## src/rtl/psum_drain_pkg.sv

```systemverilog
// Shared constants and FSM encoding for the partial-sum drain path.
// Pixel packing geometry and requantization limits live here so the top and bench agree.
package psum_drain_pkg;

    localparam int OUT_W  = 8;
    localparam int PACK   = 4;
    localparam int WORD_W = PACK * OUT_W;
    localparam int LANE_W = $clog2(PACK);

    localparam logic [OUT_W-1:0] SAT_MAX = {OUT_W{1'b1}};

    typedef enum logic [1:0] {
        ST_IDLE,
        ST_RUN,
        ST_DRAIN
    } state_e;

endpackage

```

## src/rtl/psum_wr_fifo.sv

```systemverilog
// Synchronous word FIFO holding {address, data} for the output SRAM write port.
// A push into a full FIFO is accepted only when a pop frees the slot in the same cycle.
module psum_wr_fifo #(
    parameter int WIDTH = 44,
    parameter int DEPTH = 8
) (
    input  logic             clk,
    input  logic             rst_n,
    input  logic             push_i,
    input  logic             pop_i,
    input  logic [WIDTH-1:0] data_i,
    output logic [WIDTH-1:0] data_o,
    output logic             full_o,
    output logic             empty_o
);

    localparam int PTR_W = $clog2(DEPTH);

    logic [WIDTH-1:0] mem_q [DEPTH];
    logic [PTR_W-1:0] wr_ptr_q, rd_ptr_q;
    logic [PTR_W:0]   count_q;
    logic             do_push, do_pop;

    assign empty_o = (count_q == '0);
    assign full_o  = (count_q == (PTR_W+1)'(DEPTH));
    assign do_pop  = pop_i && !empty_o;
    assign do_push = push_i && (!full_o || do_pop);
    assign data_o  = mem_q[rd_ptr_q];

    // NOTE: storage has no reset; count_q gates every read, so stale entries are never observed.
    always_ff @(posedge clk) begin
        if (do_push) begin
            mem_q[wr_ptr_q] <= data_i;
        end
    end

    always_ff @(posedge clk or negedge rst_n) begin
        if (!rst_n) begin
            wr_ptr_q <= '0;
            rd_ptr_q <= '0;
            count_q  <= '0;
        end else begin
            if (do_push) begin
                wr_ptr_q <= (wr_ptr_q == PTR_W'(DEPTH-1)) ? '0 : wr_ptr_q + 1'b1;
            end
            if (do_pop) begin
                rd_ptr_q <= (rd_ptr_q == PTR_W'(DEPTH-1)) ? '0 : rd_ptr_q + 1'b1;
            end
            if (do_push && !do_pop) begin
                count_q <= count_q + 1'b1;
            end else if (do_pop && !do_push) begin
                count_q <= count_q - 1'b1;
            end
        end
    end

endmodule

```

## src/rtl/psum_drain.sv

```systemverilog
// Requantizes the post-ReLU psum stream to 8 bits, packs four pixels per word and
// streams the words to the output feature-map SRAM, reporting completion of one plane.
module psum_drain
    import psum_drain_pkg::*;
#(
    parameter int DATA_W     = 25,
    parameter int ADDR_W     = 12,
    parameter int FIFO_DEPTH = 8
) (
    input  logic              clk,
    input  logic              rst_n,
    input  logic              start,
    input  logic [4:0]        cfg_shift,
    input  logic [7:0]        cfg_row_len,
    input  logic [7:0]        cfg_num_rows,
    input  logic [ADDR_W-1:0] cfg_base_addr,
    input  logic [DATA_W-1:0] in_data,
    input  logic              in_valid,
    output logic              wr_en,
    output logic [ADDR_W-1:0] wr_addr,
    output logic [WORD_W-1:0] wr_data,
    input  logic              wr_ready,
    output logic              busy,
    output logic              done,
    output logic              overflow
);

    state_e state_q, state_d;

    logic [4:0]        shift_q;
    logic [7:0]        row_len_q, num_rows_q, pix_cnt_q, row_cnt_q;
    logic              in_done_q;
    logic              q_valid_q, q_last_row_q, q_last_plane_q;
    logic [OUT_W-1:0]  q_pix_q;
    logic [LANE_W-1:0] lane_q;
    logic [WORD_W-1:0] acc_q, acc_d, word_q;
    logic              word_valid_q;
    logic [ADDR_W-1:0] push_addr_q;
    logic              overflow_q;

    logic start_acc, accept, last_row, last_plane, pop, fifo_full, fifo_empty;
    logic [ADDR_W+WORD_W-1:0] fifo_head;

    // Negative values clamp to zero; the rounding add carries one spare bit so it cannot wrap.
    function automatic logic [OUT_W-1:0] requant(input logic [DATA_W-1:0] x, input logic [4:0] s);
        logic [DATA_W:0] sum;
        logic [DATA_W:0] q;
        sum = {1'b0, x};
        if (s != 5'd0) begin
            sum = sum + ((DATA_W+1)'(1) << (s - 5'd1));
        end
        q = sum >> s;
        if (x[DATA_W-1]) begin
            return '0;
        end
        if (q > (DATA_W+1)'(SAT_MAX)) begin
            return SAT_MAX;
        end
        return q[OUT_W-1:0];
    endfunction

    assign start_acc  = start && (state_q == ST_IDLE);
    assign accept     = in_valid && (state_q == ST_RUN) && !in_done_q;
    assign last_row   = (pix_cnt_q == row_len_q - 8'd1);
    assign last_plane = last_row && (row_cnt_q == num_rows_q - 8'd1);
    assign pop        = wr_en && wr_ready;

    always_ff @(posedge clk or negedge rst_n) begin
        if (!rst_n) begin
            state_q <= ST_IDLE;
        end else begin
            state_q <= state_d;
        end
    end

    // NOTE: combinational blocks assign every output a default first so no latch is inferred.
    always_comb begin
        state_d = state_q;
        busy    = 1'b0;
        done    = 1'b0;
        unique case (state_q)
            ST_IDLE: begin
                if (start) begin
                    state_d = (cfg_row_len == 8'd0 || cfg_num_rows == 8'd0) ? ST_DRAIN : ST_RUN;
                end
            end
            ST_RUN: begin
                busy = 1'b1;
                if (q_valid_q && q_last_plane_q) begin
                    state_d = ST_DRAIN;
                end
            end
            ST_DRAIN: begin
                busy = 1'b1;
                if (fifo_empty && !word_valid_q && !q_valid_q) begin
                    state_d = ST_IDLE;
                    done    = 1'b1;
                end
            end
            default: state_d = ST_IDLE;
        endcase
    end

    always_comb begin
        acc_d = acc_q;
        acc_d[int'(lane_q)*OUT_W +: OUT_W] = q_pix_q;
    end

    // NOTE: sequential state uses non-blocking assignments so every register samples pre-edge values.
    always_ff @(posedge clk or negedge rst_n) begin
        if (!rst_n) begin
            shift_q        <= '0;
            row_len_q      <= '0;
            num_rows_q     <= '0;
            pix_cnt_q      <= '0;
            row_cnt_q      <= '0;
            in_done_q      <= 1'b0;
            q_valid_q      <= 1'b0;
            q_pix_q        <= '0;
            q_last_row_q   <= 1'b0;
            q_last_plane_q <= 1'b0;
            lane_q         <= '0;
            acc_q          <= '0;
            word_q         <= '0;
            word_valid_q   <= 1'b0;
            push_addr_q    <= '0;
            overflow_q     <= 1'b0;
        end else begin
            if (start_acc) begin
                shift_q    <= cfg_shift;
                row_len_q  <= cfg_row_len;
                num_rows_q <= cfg_num_rows;
                pix_cnt_q  <= '0;
                row_cnt_q  <= '0;
                in_done_q  <= 1'b0;
            end else if (accept) begin
                if (last_row) begin
                    pix_cnt_q <= '0;
                    row_cnt_q <= row_cnt_q + 8'd1;
                end else begin
                    pix_cnt_q <= pix_cnt_q + 8'd1;
                end
                if (last_plane) begin
                    in_done_q <= 1'b1;
                end
            end

            q_valid_q <= accept;
            if (accept) begin
                q_pix_q        <= requant(in_data, shift_q);
                q_last_row_q   <= last_row;
                q_last_plane_q <= last_plane;
            end

            word_valid_q <= 1'b0;
            if (start_acc) begin
                acc_q  <= '0;
                lane_q <= '0;
            end else if (q_valid_q) begin
                if (lane_q == LANE_W'(PACK-1) || q_last_row_q) begin
                    word_q       <= acc_d;
                    word_valid_q <= 1'b1;
                    acc_q        <= '0;
                    lane_q       <= '0;
                end else begin
                    acc_q  <= acc_d;
                    lane_q <= lane_q + 1'b1;
                end
            end

            // Addresses are bound at push time, so dropped words do not consume one.
            if (start_acc) begin
                push_addr_q <= cfg_base_addr;
                overflow_q  <= 1'b0;
            end else if (word_valid_q) begin
                if (!fifo_full || pop) begin
                    push_addr_q <= push_addr_q + 1'b1;
                end else begin
                    overflow_q <= 1'b1;
                end
            end
        end
    end

    psum_wr_fifo #(
        .WIDTH (ADDR_W + WORD_W),
        .DEPTH (FIFO_DEPTH)
    ) u_fifo (
        .clk     (clk),
        .rst_n   (rst_n),
        .push_i  (word_valid_q),
        .pop_i   (pop),
        .data_i  ({push_addr_q, word_q}),
        .data_o  (fifo_head),
        .full_o  (fifo_full),
        .empty_o (fifo_empty)
    );

    assign wr_en    = !fifo_empty;
    assign wr_addr  = wr_en ? fifo_head[WORD_W +: ADDR_W] : '0;
    assign wr_data  = wr_en ? fifo_head[WORD_W-1:0] : '0;
    assign overflow = overflow_q;

endmodule

```

## config.mk

```make
export PLATFORM = sky130hd
export DESIGN_NAME = psum_drain
export DESIGN_NICKNAME = d
export VERILOG_FILES = /design/src/rtl/psum_drain_pkg.sv /design/src/rtl/psum_wr_fifo.sv /design/src/rtl/psum_drain.sv
export SDC_FILE = /design/constraint.sdc
export NUM_CORES = 1
export LEC_CHECK = 0
export CORE_ASPECT_RATIO = 1.75
export CORE_UTILIZATION = 25
export DETAILED_ROUTE_END_ITERATION = 8
export DONT_BUFFER_PORTS = 1
export PLACE_DENSITY = 0.49
export SYNTH_ARGS = -nofsm -noshare
export SYNTH_HDL_FRONTEND = slang
export SYNTH_SLANG_ARGS = --single-unit
```

## constraint.sdc

```tcl
create_clock -name clk -period 8.06 [get_ports clk]
set_clock_uncertainty 0.2 [all_clocks]
set_input_delay 2.418 -clock clk [delete_from_list [all_inputs] [get_ports clk]]
set_output_delay 2.418 -clock clk [all_outputs]
set_load 0.1 [all_outputs]
```

### Yosys cells after proc, flatten, opt, wreduce, memory -nomap -nowiden

Memory sizes are Yosys's and may differ from the RTL's.
Cells that the tools add are included.

| storage, ports and cells | value |
|---|---|
| bits in writable memories | 352 |
| word-level logic and storage cells | 146 |
| register bits after elaboration | 141 |
| output and inout port bits | 48 |
| memories kept | 1 |
| input port bits | 63 |

Memory list:

| memory | words | bits a word | read ports | clocked after Yosys merged registers in | write ports | RTL line | source |
|---|---|---|---|---|---|---|---|
| u_fifo.mem_q | 8 | 44 | 1 | 0 | 1 | psum_wr_fifo.sv:19 | `logic [WIDTH-1:0] mem_q [DEPTH];` |

| cells by class | value |
|---|---|
| eq/ne operators | 12 |
| shift-type cells | 4 |
| $lt $le $gt $ge | 1 |
| bitwise gates (word level) | 1 |
| $add $sub $neg | 13 |
| reductions and logical operators | 42 |
| muxes and demuxes | 52 |

Operators with widths:

| operator | number |
|---|---|
| 32-bit 2-to-1 mux | 4 |
| 8-bit 2-to-1 mux | 10 |
| 26-bit 2-to-1 mux | 2 |
| 12-bit 2-to-1 mux | 4 |
| 5-bit negator with 33-bit output | 1 |
| 8-bit by 33-bit variable shift with 32-bit output, first input constant | 1 |
| 8-bit by 33-bit variable part select with 32-bit output | 1 |
| 32-bit bitwise mux | 1 |
| 25-bit by 26-bit adder with 26-bit output | 1 |
| 26-bit by 8-bit > comparator with 1-bit output, second input constant | 1 |
| 1-bit by 5-bit << shifter with 26-bit output, first input constant | 1 |
| 26-bit by 5-bit right shift with 26-bit output | 1 |
| 1-bit 2-to-1 mux | 19 |
| 8-bit by 1-bit adder with 8-bit output, second input constant | 2 |
| 8-bit == test | 2 |
| 8-bit zero test | 2 |
| 8-bit by 1-bit subtractor with 8-bit output, second input constant | 2 |
| 2-bit 2-to-1 mux | 7 |
| 2-bit nonzero test | 7 |
| 12-bit by 1-bit adder with 12-bit output, second input constant | 1 |
| 1-bit logical AND | 12 |
| 4-bit 2-to-1 mux | 2 |
| 2-bit AND reduction | 4 |
| 1-bit zero test | 7 |
| 20 further kinds | 30 |

### Depth between registers and ports, before layout

Gate-level depths: netlist of the first run.

| depth | value |
|---|---|
| depth in word-level cells | 12 |
| mapped depth | 20 |
| depth with buffers taken out | 16 |

### Hierarchy

A second synthesis of the first run with hierarchy kept.

| unflattened totals | value |
|---|---|
| cells, all modules | 1821 |
| area total of the unflattened synthesis | 23835.4 um2 |

By module, submodules not included:

| module | cells each | times used | area an instance (um2) | seq. area each (um2) |
|---|---|---|---|---|
| psum_wr_fifo | 574 | 1 | 13843.3 | 10820.4 |
| psum_drain | 1247 | 1 | 9992.1 | 3278.1 |

### Worst setup path before layout of the first run

No wires, ideal clock.

| timing path | value |
|---|---|
| path kind | in2reg |
| start | input port wr_ready |
| end | memory u_fifo.mem_q[4][0], enable pin |
| setup time | 0.570 ns |
| path buffers | 0 |
| setup slack | -0.005 ns |
| required time | 7.290 ns |
| arrival | 7.295 ns |
| stages on the path | 3 |
| cell sequence | nand3b_1 nand2_1 nor4b_1 |

| on the way | value |
|---|---|
| cells in the longest elaborated chain, start to end | 6 |

Ends and longest elaborated chain:

| element | RTL line | source |
|---|---|---|
| start, declared | psum_drain.sv:22 | `input logic wr_ready,` |
| 1-bit logical AND | psum_drain.sv:66 | `assign pop = wr_en && wr_ready;` |
| 1-bit logical AND | psum_wr_fifo.sv:26 | `assign do_pop = pop_i && !empty_o;` |
| 1-bit logical OR | psum_wr_fifo.sv:27 | `assign do_push = push_i && (!full_o \|\| do_pop);` |
| 1-bit logical AND | psum_wr_fifo.sv:27 |  |
| 1-bit 2-to-1 mux | psum_wr_fifo.sv:32 | `if (do_push) begin` |
| 1-bit 2-to-1 mux (not written as such) | psum_wr_fifo.sv:33 | `mem_q[wr_ptr_q] <= data_i;` |
| end, declared | psum_wr_fifo.sv:19 |  |

No other way between the ends.

### Final worst setup path of the first run

| timing path | value |
|---|---|
| start | input port in_data[0] |
| end | register q_pix_q[1] |

| on the way | value |
|---|---|
| cells in the longest elaborated chain, start to end | 10 |
| elaborated cells between the ends (all ways) | 11 |
| those cells by class | 1 x add/sub; 1 x order compare; 1 x shift; 8 x mux |

Ends and longest elaborated chain:

| element | RTL line | source |
|---|---|---|
| start, declared | psum_drain.sv:17 | `input logic [DATA_W-1:0] in_data,` |
| 25-bit by 26-bit adder with 26-bit output | psum_drain.sv:50 | `sum = sum + ((DATA_W+1)'(1) << (s - 5'd1));` |
| 26-bit 2-to-1 mux * | psum_drain.sv:49 | `if (s != 5'd0) begin` |
| 26-bit 2-to-1 mux * | psum_drain.sv:149 | `if (accept) begin` |
| 26-bit by 5-bit right shift with 26-bit output * | psum_drain.sv:52 | `q = sum >> s;` |
| 26-bit by 8-bit > comparator with 1-bit output | psum_drain.sv:56 | `if (q > (DATA_W+1)'(SAT_MAX)) begin` |
| 1-bit 2-to-1 mux (2 in series) | psum_drain.sv:56 |  |
| 1-bit 2-to-1 mux | psum_drain.sv:149 |  |
| 8-bit 2-to-1 mux * | psum_drain.sv:59 | `return q[OUT_W-1:0];` |
| 8-bit 2-to-1 mux * | psum_drain.sv:56 |  |
| end signal, assigned | psum_drain.sv:150 | `q_pix_q <= requant(in_data, shift_q);` |
| end, declared | psum_drain.sv:34 | `logic [OUT_W-1:0] q_pix_q;` |

Mark *: on every way between the ends. The rest lies on a longest branch, timed or not. The select of a mux whose other input is x is not followed.
A chain may end at the register's enable or synchronous reset.

==> results of run 1 <==
[state kept, by name, summed over array words and instances, names as in the netlist, 5 cells and up]
| register | count |
|---|---|
| word_q | 32 |
| u_fifo.mem_q | 352 |
| row_len_q | 8 |
| pix_cnt_q | 8 |
| num_rows_q | 8 |
| shift_q | 5 |
| row_cnt_q | 8 |
| push_addr_q | 12 |
| acc_q | 32 |
| q_pix_q | 8 |
[worst reg2reg max path, cell delays in order (launching register included)]
cell       delay, ns
dfrtp_1         0.58
nor2_1          0.54
nand2_1         0.37
nor2_1          0.20
ha_1            0.21
fa_1            0.26
a211oi_2        0.13
o21ai_1         0.53
o21ai_0         0.30
a211oi_1        0.52
nor2_1          0.16
xnor2_1         0.37
a2111oi_0       0.23
nor4_1          0.34
a41oi_2         0.23
a211oi_4        0.42
a41oi_1         0.18
[report_power, final]
part	internal, uW	switching [uW]
Clock	1280	980
Sequential	2990	495
Combinational	1320	3450
Total	5590	4930
[cell type report]
cell class,count,share of cell area
sequential,493,0.522
multi-input combinational,1253,0.348
tap,1208,0.0559
clock buffer,56,0.0450
timing repair buffer,39,0.0134
clock inverter,27,0.0124
inverter,29,0.00402
[through the flow]
step / hold slack (ns) / setup WS, ns / area [um^2]
after floorplan: 0.248 / 0.256 / 23900
after global routing: 0.299 / 1.60 / 27000
after CTS: 0.291 / 1.78 / 27000
after global placement: 0.262 / 1.39 / 25500
final: 0.287 / 1.78 / 27000
after detailed placement: 0.266 / 1.33 / 25500
[layer usage]
metal / up-vias / share of wire / track usage
met5: - / 0.00045 / 0
li1: 7147 / - / -
met1: 7829 / 0.38 / 0.155
met4: 4 / 0.050 / 0.0734
met2: 421 / 0.52 / 0.262
met3: 154 / 0.044 / 0.0217
[cell usage after synthesis, drive strengths merged (5+ instances only)]
master / number / area, um^2
o31ai: 5 / 37.5
xnor2: 23 / 201
xor2: 30 / 263
clkbuf: 76 / 285
edfxtp: 352 / 10600
nor3: 45 / 225
a22oi: 5 / 37.5
nor4: 21 / 138
o22ai: 6 / 37.5
a2bb2oi: 5 / 43.8
a21o: 12 / 90.1
mux4: 89 / 2000
dfrtp: 141 / 3530
nand2: 195 / 732
nand3b: 5 / 37.5
and2: 7 / 43.8
inv: 28 / 105
mux2i: 60 / 601
and3: 14 / 87.6
mux2: 8 / 90.1
a21oi: 105 / 548
nand2b: 8 / 50.1
or3: 13 / 81.3
o21a: 15 / 113
nor2b: 40 / 250
a211o: 5 / 43.8
nand4: 21 / 131
a211oi: 18 / 158
ha: 46 / 576
a31oi: 11 / 68.8
buf: 37 / 153
a22o: 33 / 289
o211ai: 16 / 120
a41oi: 10 / 95.1
nand3: 39 / 195
o21ai: 124 / 628
nor3b: 5 / 37.5
or2: 8 / 50.1
nor2: 149 / 562
[cell families after synthesis]
logic type / count (synthesis)
simple gates: 578
mux: 157
buf+inv: 142
flops: 493
fa+ha+maj: 48
compound gates: 417
xor+xnor: 53
[worst paths after layout]
path / from / end / slack (ns)
worst min-delay path: q_last_plane_q / q_last_plane_q / 0.29
worst min register to register: q_last_plane_q / q_last_plane_q / 0.29
worst max register to register: shift_q[2] / q_pix_q[1] / 2.16
min in group asynchronous: rst_n / push_addr_q[4] / 1.32
max in group asynchronous: rst_n / word_q[18] / 5.83
worst max-delay path: in_data[0] / q_pix_q[1] / 1.78
==> reports/metrics.yaml, run 1 <==
fin_util: 0.287
post_synth_num_cell_types: 77
drive_gt1_frac: 0.152
cp_cell_sequence: "ha_1, fa_1, a211oi_2, o21ai_1, a22o_1, nor4_1, a211oi_1, nor2_1, o211ai_1, nor4_1, a41oi_2, a211oi_4, a41oi_1"
synth-async-reset-ratio: 0.286
clock_latency_ns: 0.58
crit_path_top_delay_cell: "fa_1"
drt_pass1_iterations: 6
ys_ff_latch: 493
finalMaxSlewViolations: 0
synth.net_count: 1999
min_path_type: "reg -> reg"
synthCells: 1888
final_common_cell: "edfxtp_1"
track_usage: 0.141
grt_start_max_net_pins: 142
path_buf_inv: 0
area_delta_synth_final_pct: 13.4
hold_path_depth: 1
max_freq_ghz: 0.159
final_cell_mix: "edfxtp_1 (352), nand2_1 (195), dfrtp_1 (138)"
worst_pin_slew_ns: 1.15
required_ns: 8.28
synth.area.mux_share: 0.113
crit_fanout: 8
slew_headroom: 0.236
cts_root_buffer: "clkbuf_16"
worstPathArrival_ns: 6.50
setup_tns_ns: 0
multi_input_area_um2: 9410
holdBufCountCts: 0
place_congestion: 0.925
hpwlAfterDp_mm: 47.0
wl_per_cell_um: 22.2
yosysSeqAreaShare: 0.591
core_um2: 94300
cpMostUsedCell: "nor4_1"
worstSetupPathType: "in -> reg"
die_w_um: 236
power_uw: 10500
ys.flop_type: "edfxtp_1"
antenna_found_initial: 2
nFillCells: 9575
cts_tree: "built"
placementRows: 149
cp-end-kind: "register"
synth_edf_count: 352
synth_top_family_by_area: "compound AO/OA/AOI/OAI gates"
status: "completed"
via_count: 15555
ant_nets: 0
irDropWorstVdd_uv: 141
overflow: 0
grt_pass1_wl_mm: 104
setup_viol: 0
post_cts_buffers: 0
fp.dieH_um: 411
cts_buffer_depth: 3
slowest_delay_ns: 0.44
wl_mm: 69.1
register_area_um2: 14100
fin_crit_ns: 6.28
cp_num_cells: 13
rsz0062_at_grt: "no"
instances_no_fill: 3105
startpoint_type: "input pin"
cts_htree_levels: 2
synthSimpleGateAreaFrac: 0.113
dp.cells: 3022
clk_pin_slew_worst_paths_ns: 0.06
synth_xor_xnor_area_share: 0.0195
drtIter0Drc: 1028
drc: 0
cts_buffers: 45
post_cts_resize_count: 0
reg2reg_depth: 16
vias_per_cell: 5.01
dieArea_um2: 96700
synth-compound-area-share: 0.115
synth_area_per_cell_um2: 12.6
cts_sinks: 493
fin_nets: 1972
synthAdderAreaFrac: 0.0258
numPortBuffers: 0
fin_crit_sh: 0.779
hold_viol_final: 0
p_leak_uw: 0.00952
maxCapViolCount: 0
grt_pass1_vias: 16237
cp_top_family: "compound AO/OA/AOI/OAI gates"
power_density_nw_per_um2: 389
syn_area_um2: 23900
diodes: 0
initial_core_util: 0.253
ios: 111
ys.warnings.count: 0
No activity file was read; power rests on OpenSTA's default activity.
==> inputs of run 2 (changes only) <==
==> constraint.sdc (replaced) <==
create_clock -name clk -period 6.04 [get_ports clk]
set_clock_uncertainty 0.2 [all_clocks]
set_input_delay 1.812 -clock clk [delete_from_list [all_inputs] [get_ports clk]]
set_output_delay 1.812 -clock clk [all_outputs]
set_load 0.1 [all_outputs]
==> run 2 against run 1 <==
Against the previous run: global-route usage is 0.24 points higher; critical path type is now reg -> reg; non-clock buffer count grew 77; register-to-register slack got worse by 2.0 ns.
==> reports/metrics.yaml, run 2 (synthesized netlist as in run 1, its figures left out) <==
status: "completed"
wl_per_cell_um: 22.0  # -0.93%
fin_nets: 2048  # +3.9%
postPlaceCellArea_um2: 26100  # +2.5%
fin_crit_ns: 5.87
cts_tree: "built"
clock_latency_ns: 0.58  # about the same
cts_buffer_depth: 3  # unchanged
irDropWorstVdd_uv: 274  # +94%
clk_pin_slew_worst_paths_ns: 0.07  # about the same
cp-end-kind: "register"
via_count: 15875  # +2.1%
power_density_nw_per_um2: 522  # +34%
drc: 0  # unchanged
instances_no_fill: 3180  # +2.4%
grt_pass1_wl_mm: 106  # +2.1%
min_path_type: "reg -> reg"
track_usage: 0.144  # +0.00243
fin_crit_sh: 0.972
fp.dieH_um: 411  # unchanged
startpoint_type: "register"
area_delta_synth_final_pct: 15.6
place_congestion: 0.926  # +0.18%
initial_core_util: 0.253  # unchanged
diodes: 0  # unchanged
drive_gt1_frac: 0.184  # +0.0318
rsz0062_at_grt: "no"
worstPathArrival_ns: 6.08  # -0.42 ns
grt_pass1_vias: 16883  # +4.0%
final_cell_mix: "edfxtp_1 (352), nand2_1 (195), dfrtp_1 (138)"
slew_headroom: 0.264  # +0.0281
vias_per_cell: 4.99  # -0.35%
reg.largest.list: "u_fifo.mem_q (352), acc_q (32), word_q (32)"
ios: 111  # unchanged
final_common_cell: "edfxtp_1"
ant_nets: 0  # unchanged
finalMaxSlewViolations: 0  # unchanged
post-place-ws_ns: 0.181  # -1.14 ns
cts_root_buffer: "clkbuf_16"
nFillCells: 9619  # +0.46%
antenna_found_initial: 1  # -1
worstSetupPathType: "reg -> reg"
die_w_um: 236  # unchanged
worst_pin_slew_ns: 1.10  # -0.0421 ns
hpwlAfterDp_mm: 48.4  # +3.0%
top_register: "u_fifo.mem_q"
hold_viol_final: 0  # unchanged
p_leak_uw: 0.00986  # +3.6%
drtIter0Drc: 938  # -8.8%
grt_start_max_net_pins: 142  # unchanged
fin_ws_ns: 0.168  # -1.61 ns
dieArea_um2: 96700  # unchanged
placementRows: 149  # unchanged
cts_htree_levels: 2  # unchanged
cts_buffers: 44  # -2.2%
wl_mm: 70.1  # +1.5%
maxCapViolCount: 0  # unchanged
largest_reg_flops: 352  # unchanged
required_ns: 6.25  # -2.03 ns
dp.cells: 3099  # +2.5%
setup_viol: 0  # unchanged
overflow: 0  # unchanged
cts_sinks: 493  # unchanged
max_freq_ghz: 0.170
crit_fanout: 12  # +4
drt_pass1_iterations: 5  # -1
core_um2: 94300  # unchanged
post-route-cell-area_um2: 27600  # +2.0%
numPortBuffers: 0  # unchanged
fin_hold_ws_ns: 0.288  # +0.000984 ns
-- run 2: layout make-up --
class                      instances  area [um^2]  area share
clock buffer                      53         1130      0.0411
clock inverter                    28          317      0.0115
inverter                          29          109     0.00395
multi-input combinational       1253         9420       0.342
sequential                       493        14100       0.511
tap                             1208         1510      0.0548
timing repair buffer             116          983      0.0357
-- run 2: final timing paths --
kind                                startpoint             end  slack (ns)  cells after the start
worst max-delay path                shift_q[0]      q_pix_q[1]        0.17                     15
worst min-delay path            q_last_plane_q  q_last_plane_q        0.29                      1
worst max register to register      shift_q[0]      q_pix_q[1]        0.17                     15
worst min register to register  q_last_plane_q  q_last_plane_q        0.29                      1
max in group asynchronous                rst_n       acc_q[10]        4.47                      0
min in group asynchronous                rst_n  push_addr_q[4]        0.74                      0
-- run 2: critical path: stages, from the launching register on --
cell and delay, ns:
dfrtp_1 0.61, inv_1 0.40, nand2_1 0.28, nor3_1 0.45, ha_1 0.39, a21oi_1 0.18, a211oi_1 0.41, o21ai_0 0.25
a211oi_1 0.58, nor2_1 0.18, mux2i_1 0.34, nor2_1 0.13, a41oi_1 0.42, a41oi_2 0.25, a211oi_4 0.42, a41oi_1 0.18
-- run 2: through the flow --
step | utilization | power (uW) | TNS (ns)
after floorplan | - | 9580 | -64.26
after global placement | 0.277 | 11600 | 0
after detailed placement | 0.277 | 11700 | 0
after CTS | 0.292 | 14600 | 0
after global routing | 0.292 | 15100 | 0
final | 0.292 | 14400 | 0
-- run 2: timing repair --
item,4_1_cts,5_1_grt
endpoints found under the setup margin,0,1
setup buffers,0,0
gates resized for setup,0,1
hold buffers,0,0
-- run 2: metal layers --
| metal | vias to the layer above | global-route usage | share of wire |
|---|---|---|---|
| li1 | 7303 | - | - |
| met1 | 7936 | 0.152 | 0.37 |
| met2 | 449 | 0.270 | 0.53 |
| met3 | 185 | 0.0217 | 0.043 |
| met4 | 2 | 0.0811 | 0.056 |
| met5 | - | 0 | 0.00019 |
-- run 2: power by group --
| part | leakage (uW) | switching [uW] | internal [uW] |
|---|---|---|---|
| sequential | 0.00505 | 625 | 3990 |
| clock | 0.000714 | 1270 | 1610 |
| combinational | 0.00410 | 4760 | 2150 |
==> inputs of run 3 (changes only) <==
--- a/config.mk
+++ b/config.mk
@@ -5,11 +5,13 @@
 export SDC_FILE = /design/constraint.sdc
 export NUM_CORES = 1
 export LEC_CHECK = 0
+export CELL_PAD_IN_SITES_DETAIL_PLACEMENT = 2
+export CELL_PAD_IN_SITES_GLOBAL_PLACEMENT = 2
 export CORE_ASPECT_RATIO = 1.75
 export CORE_UTILIZATION = 25
 export DETAILED_ROUTE_END_ITERATION = 8
 export DONT_BUFFER_PORTS = 1
-export PLACE_DENSITY = 0.49
+export PLACE_DENSITY = 0.6
 export SYNTH_ARGS = -nofsm -noshare
 export SYNTH_HDL_FRONTEND = slang
 export SYNTH_SLANG_ARGS = --single-unit
==> run 3 against run 2 <==
Against the previous run: non-clock buffer count up 6; total power up 3.3%; sequential share of layout area down 0.31 points; clock-buffer cell count up 4; first-iteration DRC count down 30%; wire length up 12%; critical path depth up 1; via count up 2.0%; combinational power up 3%; worst setup slack better by 0.14 ns; core utilization up 0.18 points; sequential power about the same.
==> reports/metrics.yaml, run 3 (synthesized netlist as in run 1, its figures left out) <==
diodes: 0  # unchanged
worstPathArrival_ns: 5.95  # -0.13 ns
grt_pass1_wl_mm: 119  # +12%
slowest_delay_ns: 0.77  # +0.16 ns
wl_per_cell_um: 24.6  # +11%
reg2reg_to: "q_pix_q[5]"
p_int_uw: 7960  # +2.8%
crit_fanout: 15  # +3
overflow: 0  # unchanged
crit_path_top_delay_cell: "dfrtp_1"
fp.dieH_um: 411  # unchanged
die_w_um: 236  # unchanged
worst_pin_slew_ns: 1.12  # +0.0201 ns
maxCapViolCount: 0  # unchanged
setup_viol: 0  # unchanged
cp-end-kind: "register"
cp_top_family: "compound AO/OA/AOI/OAI gates"
hold_viol_final: 0  # unchanged
reg.largest.list: "u_fifo.mem_q (352), acc_q (32), word_q (32)"
slew_headroom: 0.245  # -0.0184
cp_cell_sequence: "buf_4, or2_2, nor2_1, ha_1, fa_1, a211oi_2, o21ai_1, o21ai_0, a211oi_1, nor2_1, mux2i_1, o221ai_1, a31oi_1, a41oi_2, a211oi_4, a41oi_1"
wl_mm: 78.4  # +12%
clock_latency_ns: 0.60  # +0.02 ns
switching_power_uw: 6920  # +4.0%
setup_tns_ns: 0  # unchanged
drive_gt1_frac: 0.191  # +0.00705
fin_nets: 2056  # +0.39%
fin_util: 0.294  # +0.00178
post_cts_buffers: 0  # unchanged
fin_crit_sh: 0.949  # -0.0232
startpoint_type: "register"
rsz0062_at_grt: "no"
cts_buffer_depth: 3  # unchanged
clk_pin_slew_worst_paths_ns: 0.06  # about the same
required_ns: 6.26  # about the same
cpMostUsedCell: "nor2_1"
ant_nets: 0  # unchanged
place_congestion: 0.893  # -3.6%
max_freq_ghz: 0.174  # +2.4%
numPortBuffers: 0  # unchanged
vias_per_cell: 5.08  # +1.7%
ios: 111  # unchanged
grt_pass1_vias: 18370  # +8.8%
path_buf_inv: 1  # unchanged
grt_start_max_net_pins: 142  # unchanged
postPlaceCellArea_um2: 26100  # about the same
dieArea_um2: 96700  # unchanged
cp_num_cells: 16  # +1
r2r-start: "shift_q[1]"
top_register: "u_fifo.mem_q"
switching_share: 0.465  # +0.00296
area_delta_synth_final_pct: 16.3
finalMaxSlewViolations: 0  # unchanged
cp-endpoint: "q_pix_q[5]"
track_usage: 0.162  # +0.0180
min_path_type: "reg -> reg"
cts_sinks: 493  # unchanged
power_frac_seq: 0.312  # -0.008
p_comb_frac: 0.477  # -0.003
nFillCells: 9993  # +3.9%
status: "completed"
worstSetupPathType: "reg -> reg"
largest_reg_flops: 352  # unchanged
final_cell_mix: "edfxtp_1 (352), nand2_1 (195), dfrtp_1 (138)"
drt_pass1_iterations: 5  # unchanged
fin_crit_ns: 5.73  # -0.140 ns
final_common_cell: "edfxtp_1"
hpwlAfterDp_mm: 55.1  # +14%
reg2reg_depth: 16  # +1
drtIter0Drc: 652  # -30%
placementRows: 149  # unchanged
irDropWorstVdd_uv: 307  # +12%
power_frac_clock: 0.211  # +0.011
post-route-cell-area_um2: 27800  # +0.61%
via_count: 16199  # +2.0%
cts_tree: "built"
cts_htree_levels: 2  # unchanged
power_density_nw_per_um2: 536  # +2.7%
post_cts_resize_count: 0  # unchanged
holdBufCountCts: 0  # unchanged
cts_root_buffer: "clkbuf_16"
core_um2: 94300  # unchanged
p_leak_uw: 0.00995  # +0.84%
drc: 0  # unchanged
cts_buffers: 46  # +4.5%
critPathLaunch: "shift_q[1]"
antenna_found_initial: 2  # +1
r2r_setup_slack_ns: 0.31  # +0.14 ns
initial_core_util: 0.253  # unchanged
-- run 3: cell count changes in the layout (fill, tap and decap cells not counted), moves of 2 or more --
cell       change
buf_4         +10
clkinv_1       -3
clkbuf_1       -2
buf_12         -4
clkbuf_16      +2
clkinv_4       +2
clkbuf_8       +4
-- run 3: power groups by stage --
stage          combinational, uW  sequential (uW)  clock (uW)
2_1_floorplan               5320             4260           0
3_3_place_gp                7030             4690           0
3_5_place_dp                7150             4730           0
4_1_cts                     7180             4660        3260
5_1_grt                     7530             4710        3350
6_report                    7100             4640        3150
-- run 3: worst min-delay path by stage --
stage | to | depth (start not counted) | startpoint
2_1_floorplan | q_last_row_q | 2 | q_last_row_q
3_3_place_gp | q_last_plane_q | 1 | q_last_plane_q
3_5_place_dp | acc_q[29] | 1 | acc_q[29]
4_1_cts | acc_q[29] | 1 | acc_q[29]
5_1_grt | acc_q[27] | 1 | acc_q[27]
6_report | acc_q[29] | 1 | acc_q[29]
-- run 3: cell type report --
cell class,count,area (um^2),area share
timing repair buffer,122,978,0.0353
clock inverter,29,392,0.0141
clock buffer,57,1230,0.0444
inverter,29,109,0.00392
sequential,493,14100,0.508
multi-input combinational,1253,9420,0.340
tap,1208,1510,0.0545
-- run 3: routing by layer --
| metal | GRT usage | vias to the layer above | wire [um] |
|---|---|---|---|
| li1 | - | 7293 | - |
| met1 | 0.168 | 8432 | 28800 |
| met2 | 0.319 | 328 | 43600 |
| met3 | 0.0176 | 144 | 2290 |
| met4 | 0.0778 | 2 | 3710 |
| met5 | 0 | - | 13 |
-- run 3: stage by stage --
step / instances / power, uW / worst slack, ns / hold slack [ns]
6_report: 3191 / 14900 / 0.308 / 0.292
5_1_grt: 3191 / 15600 / 0.0571 / 0.312
4_1_cts: 3191 / 15100 / 0.304 / 0.297
3_5_place_dp: 3105 / 11900 / 0.0120 / 0.273
3_3_place_gp: 3105 / 11700 / 0.0841 / 0.267
2_1_floorplan: 1888 / 9580 / -0.586 / 0.248
